--- src/rtl/anton_neopixel_apb.sv ---
// ---------------------------------------------------------------------------
// anton_neopixel_apb
//
// APB3 slave bridge that sits directly in front of the neopixel raw
// controller. An APB transfer becomes one single-cycle busWrite/busRead
// strobe toward the controller. Every transfer gets exactly one wait state,
// which gives the controller time to register its read data before PRDATA
// is returned.
//
// Optional feature macro: ANTON_NEOPIXEL_APB_PSLVERR_EN
//   defined   : PSLVERR flags out-of-range buffer accesses and writes to the
//               read-only status register. Erroring writes are not strobed.
//   undefined : PSLVERR is held at 0 and every access is forwarded.
//
// Parameters
//   BUFFER_END  last valid pixel byte index (must match the controller)
//
// Ports
//   busClk      in   bus clock, shared with the controller
//   busReset    in   synchronous active-high reset
//   PSEL        in   APB select
//   PENABLE     in   APB enable (access phase)
//   PWRITE      in   1 = write, 0 = read
//   PADDR       in   [15:0] byte address, [1:0] ignored
//   PWDATA      in   [31:0] write data, only [7:0] forwarded
//   PRDATA      out  [31:0] read data, 0 outside the completion cycle
//   PREADY      out  transfer complete
//   PSLVERR     out  error response
//   busAddr     out  [13:0] controller address, captured in setup
//   busDataIn   out  [7:0] controller write data, captured in setup
//   busWrite    out  one-cycle write strobe
//   busRead     out  one-cycle read strobe
//   busDataOut  in   [7:0] controller registered read data
//
// States
//   IDLE   | waiting for an APB setup phase
//   STROBE | first access cycle, strobe issued to the controller
//   DONE   | second access cycle, PREADY and response returned
// ---------------------------------------------------------------------------
module anton_neopixel_apb #(
    parameter int unsigned BUFFER_END = 31
) (
    input  logic        busClk,
    input  logic        busReset,
    input  logic        PSEL,
    input  logic        PENABLE,
    input  logic        PWRITE,
    input  logic [15:0] PADDR,
    input  logic [31:0] PWDATA,
    output logic [31:0] PRDATA,
    output logic        PREADY,
    output logic        PSLVERR,
    output logic [13:0] busAddr,
    output logic [7:0]  busDataIn,
    output logic        busWrite,
    output logic        busRead,
    input  logic [7:0]  busDataOut
);

    typedef enum logic [1:0] {
        IDLE   = 2'd0,
        STROBE = 2'd1,
        DONE   = 2'd2
    } state_t;

    state_t      r_state;
    state_t      w_next;
    logic        r_dir;
    logic        r_err;
    logic [13:0] r_addr;
    logic [7:0]  r_data;

    logic        w_setup;
    logic        w_buf_oob;
    logic        w_status_wr;
    logic        w_err_en;
    logic        w_err;
    logic        w_unused;

`ifdef ANTON_NEOPIXEL_APB_PSLVERR_EN
    assign w_err_en = 1'b1;
`else
    assign w_err_en = 1'b0;
`endif

    // Only the byte lane and the word address reach the controller.
    assign w_unused = ^{PADDR[1:0], PWDATA[31:8]};

    assign w_setup = PSEL && !PENABLE;

    // Error classification is done on the setup-phase address so that the
    // STROBE cycle can already suppress an illegal write.
    assign w_buf_oob   = !PADDR[15] && (32'(PADDR[14:2]) > BUFFER_END);
    assign w_status_wr = PADDR[15] && PWRITE && (PADDR[3:2] == 2'd3);

    assign w_err = r_err && w_err_en;

    always_ff @(posedge busClk) begin
        if (busReset) begin
            r_state <= IDLE;
        end else begin
            r_state <= w_next;
        end
    end

    always_ff @(posedge busClk) begin
        if (busReset) begin
            r_dir  <= 1'b0;
            r_err  <= 1'b0;
            r_addr <= '0;
            r_data <= '0;
        end else if (r_state == IDLE && w_setup) begin
            r_dir  <= PWRITE;
            r_err  <= w_buf_oob || w_status_wr;
            r_addr <= PADDR[15:2];
            r_data <= PWDATA[7:0];
        end
    end

    always_comb begin
        w_next   = r_state;
        busWrite = 1'b0;
        busRead  = 1'b0;
        PREADY   = 1'b0;
        PSLVERR  = 1'b0;
        PRDATA   = '0;
        case (r_state)
            IDLE: begin
                // A bare PENABLE without a setup phase is ignored.
                if (w_setup) begin
                    w_next = STROBE;
                end
            end
            STROBE: begin
                // Issued even if the master aborted; the controller
                // transaction is already committed.
                busWrite = r_dir && !w_err;
                busRead  = !r_dir;
                w_next   = DONE;
            end
            DONE: begin
                PREADY  = 1'b1;
                PSLVERR = w_err;
                if (!r_dir && !w_err) begin
                    PRDATA = {24'b0, busDataOut};
                end
                w_next = IDLE;
            end
            default: begin
                w_next = IDLE;
            end
        endcase
    end

    assign busAddr   = r_addr;
    assign busDataIn = r_data;

endmodule

--- config.mk ---
export PLATFORM = sky130hd
export DESIGN_NAME = anton_neopixel_apb
export DESIGN_NICKNAME = d
export VERILOG_FILES = /design/src/rtl/anton_neopixel_apb.sv
export SDC_FILE = /design/constraint.sdc
export NUM_CORES = 1
export LEC_CHECK = 0
export CORE_MARGIN = 3
export CORE_UTILIZATION = 32
export CTS_CLUSTER_DIAMETER = 60
export DETAILED_ROUTE_END_ITERATION = 16
export PLACE_DENSITY_LB_ADDON = 0.2
export RECOVER_POWER = 25
export SLEW_MARGIN = 20
export SYNTH_ARGS = -nofsm -noshare
export SYNTH_HDL_FRONTEND = slang
export SYNTH_SLANG_ARGS = --single-unit
export TNS_END_PERCENT = 100
--- constraint.sdc ---
create_clock -name busClk -period 1.5 [get_ports busClk]
set_input_delay 0.15 -clock busClk [delete_from_list [all_inputs] [get_ports busClk]]
set_output_delay 0.15 -clock busClk [all_outputs]
set_load 0.1 [all_outputs]
# == Yosys cells after proc, flatten, opt, wreduce, memory -nomap -nowiden ==
# Cells that the tools add are included.
# totals
register_bits,25
# op_classes
eq_ne,3
reduce_logical,5
muxes,7
# ops
op,n
$mux W8,2
$pmux W2 S2,1
$mux W1,3
$eq A2 B1 Y1 const B,1
$eq A2 B2 Y1 const B,1
$logic_and A1 B1 Y1,2
$logic_not A1 Y1,2
$logic_not A2 Y1,1
$mux W2,1
$ne A2 B2 Y1 const B,1

# == Depth between registers and ports, before layout ==
# logic_depth
depth_word,4
depth_mapped,4

# == Worst setup path before layout ==
# Ideal clock, no wire load.
# synth_path
path_type,register to output
from,reg r_state[1]
to,out busRead
setup_slack_ns,-0.403
t_required_ns,1.350
path_buffers,0
stages_incl_launch_ff,3
arrival_time_ns,1.753
cell_sequence,dfxtp_1 nand2b_1 nor2_1
# synth_via
elab_chain_cells,2
# synth_rtl
element,line,source
from (decl),66,state_t r_state;
from (signal assigned),102,r_state <= w_next;
$eq A2 B1 Y1,127,case (r_state)
$mux W1,127,
to (decl),56,"output logic busRead,"
# Every way passes these cells.

# == Worst setup path after layout ==
# layout_path
from,reg r_dir
to,out PRDATA[7]
# layout_via
elab_chain_cells,2
# layout_rtl
element,line,source
from (decl),68,logic r_dir;
from (signal assigned),108,r_dir <= 1'b0;
from (signal assigned),113,r_dir <= PWRITE;
$mux W8,144,if (!r_dir && !w_err) begin
$mux W8,127,
to (decl),50,"output logic [31:0] PRDATA,"
# Every way passes these cells.

==> impl_metrics.tcl <==
set metrics [dict create \
    overflow 0 \
    vias 1070 \
    fp.dieH_um 71.3 \
    holdCritPathClass "primary input to flip-flop" \
    final_max_slew_viol_count 0 \
    ff2ff_path_depth 4 \
    cts_made_buffers 3 \
    worstHoldPathCells 3 \
    yosysTopAreaCell "dfxtp_1" \
    cp.arrival_ns 1.28 \
    rrSetupSlack_ns 0.18 \
    use_met3_pct 4.21 \
    drcViolationCount 0 \
    gp_congestion 0.734 \
    worst_setup_path_end_kind "primary output" \
    synth_area_sq_um 1370 \
    clkSinkCount 25 \
    io_pins 119 \
    clockBufferDepth 2 \
    worstHoldEndpoint "busAddr[2]" \
    leakage_nw 0.927 \
    dr.pass1.iters 2 \
    ys_types 13 \
    vias_per_cell 4.10 \
    power_density_nw_per_um2 879 \
    period_needed_ns 1.43 \
    grt_pass1_wl_mm 4.95 \
    antenna_found_initial 0 \
    final_cell_area_sq_um 2230 \
    finalHoldViolations 0 \
    placed_area_sq_um 2350 \
    rsz0062_at_grt "yes" \
    ys_warn_count 0 \
    drt_iter0_drc 16 \
    grt.met2_usage_pct 21.6 \
    fillCellCount 347 \
    mostFrequentLayoutCells "nand2b_1 (47), clkdlybuf4s50_1 (34), conb_1 (25)" \
    cap_violations 0 \
    grt_pass1_vias 1078 \
    required_ns 1.35 \
    grt_usage_pct 11.9 \
    detailedPlacementHpwl_mm 2.41 \
    area_delta_synth_final_pct 63.2 \
    portBuffers 67 \
    final_cells 261 \
    core-area_sq_um 4060 \
    avgSynthCellArea_sq_um 9.49 \
    synthCells 144 \
    final_core_util_pct 54.9 \
    finalClockSkew_ns 0.000927 \
    cts_tree "done" \
    post_drt_wl_per_cell_um 11.5 \
    nets 273 \
    diodes 0 \
    antenna_left 0 \
    setup_violations 0 \
    clkLatencyLatePin_ns 0.26 \
    ir_drop_mv 0.494 \
    hold_start "PADDR[4]" \
    post-route-period-util_pct 95.1 \
    worstSetupPathType "flip-flop to primary output" \
    die_area_sq_um 5090 \
    startpoint_type "flip-flop" \
    rows 23 \
    h-tree-depth 1 \
    rr_startpoint "r_state[1]" \
    max_freq_mhz 701 \
    layout_commonest_cell "nand2b_1" \
    busiest_layer "met2" \
    timing.rr.end "busDataIn[2]" \
    grt_max_degree 49 \
    maxSlewHeadroom_pct 63.1 \
    die_x_um 71.3 \
    tightest_slew_ns 0.556 \
    synth_seq_cells 25 \
    critPathMaxFanout 8 \
    initial_core_util_pct 33.7 \
    cts-hold-fix-buffers 0 \
    cts_root_buf "clkbuf_8" \
    path_clk_slew_ns 0.08 \
    status "complete, no violations" \
    ys_seq_area_share_pct 36.6 \
    dp.cells 256 \
    synth.area.top_cells "dfxtp_1 (37%), nand2b_1 (22%), mux2i_1 (17%)" \
    drive_gt1_share_pct 25.1 \
    use_met1_pct 12.9 \
    synth_top_area_share_pct 36.6 \
    drt-total-wl_mm 3.01 \
]
[power breakdown]
group          switching, W  total (W)  leakage [nW]  internal [W]
clock network      0.000202   0.000391        0.0228      0.000189
registers         0.0000261   0.000724         0.206      0.000698
logic              0.000616   0.000845         0.699      0.000229
[per-stage QoR]
| step | power (W) | TNS [ns] | setup WS (ns) | hold slack [ns] |
|---|---|---|---|---|
| finish | 0.00196 | 0 | 0.0734 | 0.448 |
| detailed placement | 0.00165 | 0 | 0.0437 | 0.501 |
| global placement | 0.00164 | 0 | 0.111 | 0.495 |
| global route | 0.00204 | -0.00204 | -0.00204 | 0.453 |
| CTS | 0.00205 | 0 | 0.0339 | 0.436 |
| floorplan | 0.00142 | -1.20 | -0.403 | 0.305 |
[synthesized netlist by cell type]
master,number
dfxtp_1,25
buf_6,2
conb_1,1
and2_1,8
buf_4,25
mux2i_1,23
nor3b_1,1
inv_1,1
nor4b_4,1
nand2b_1,47
nor2b_1,2
nor2_1,3
clkbuf_1,5
[registers in the layout, summed over array words and instances, names as in the netlist]
name	count
r_state	2
r_dir	1
busDataIn	8
busAddr	14
[critical path, stage by stage (launching register included)]
cell     delay [ns]
dfxtp_2        0.34
nor3b_2        0.16
buf_4          0.15
and2_2         0.18
buf_12         0.18
[worst max path at each step]
stage	from	cells after the start	slack, ns	endpoint
floorplan	r_state[1]	2	-0.40	busRead
global placement	PENABLE	4	0.11	busAddr[4]
detailed placement	PENABLE	4	0.04	busDataIn[2]
CTS	r_dir	4	0.03	PRDATA[7]
global route	r_state[1]	4	-0.002	busRead
finish	r_dir	4	0.07	PRDATA[7]
[cell type report]
type / instances / area (sq um) / area share (%)
inverters: 1 / 3.75 / 0.168
repair buffers: 71 / 876 / 39.3
clock buffers: 4 / 45.0 / 2.02
well taps: 50 / 62.6 / 2.81
multi-input cells: 110 / 738 / 33.1
flip-flops and latches: 25 / 504 / 22.6
[cells by family (layout without fill, tap and decap cells)]
logic type	count (synthesis)	in the layout	share of synthesized area, %
buffers and inverters	33	76	17.0
flip-flops	25	25	36.6
multiplexers	23	23	16.8
other	1	25	0.274
AND/OR/NAND/NOR	62	62	29.2
[layer usage]
metal | up-vias | routed length (um)
met5 | - | 0
met4 | 0 | 12
met3 | 2 | 295
met2 | 56 | 1530
met1 | 468 | 1160
li1 | 544 | -
[timing repair]
item                                    4_1_cts  5_1_grt
buffers inserted                              1        0
hold endpoints to repair                      0        0
endpoints found under the setup margin        8        6
resized for setup                             3        1
(Power assumes the default switching activity.)
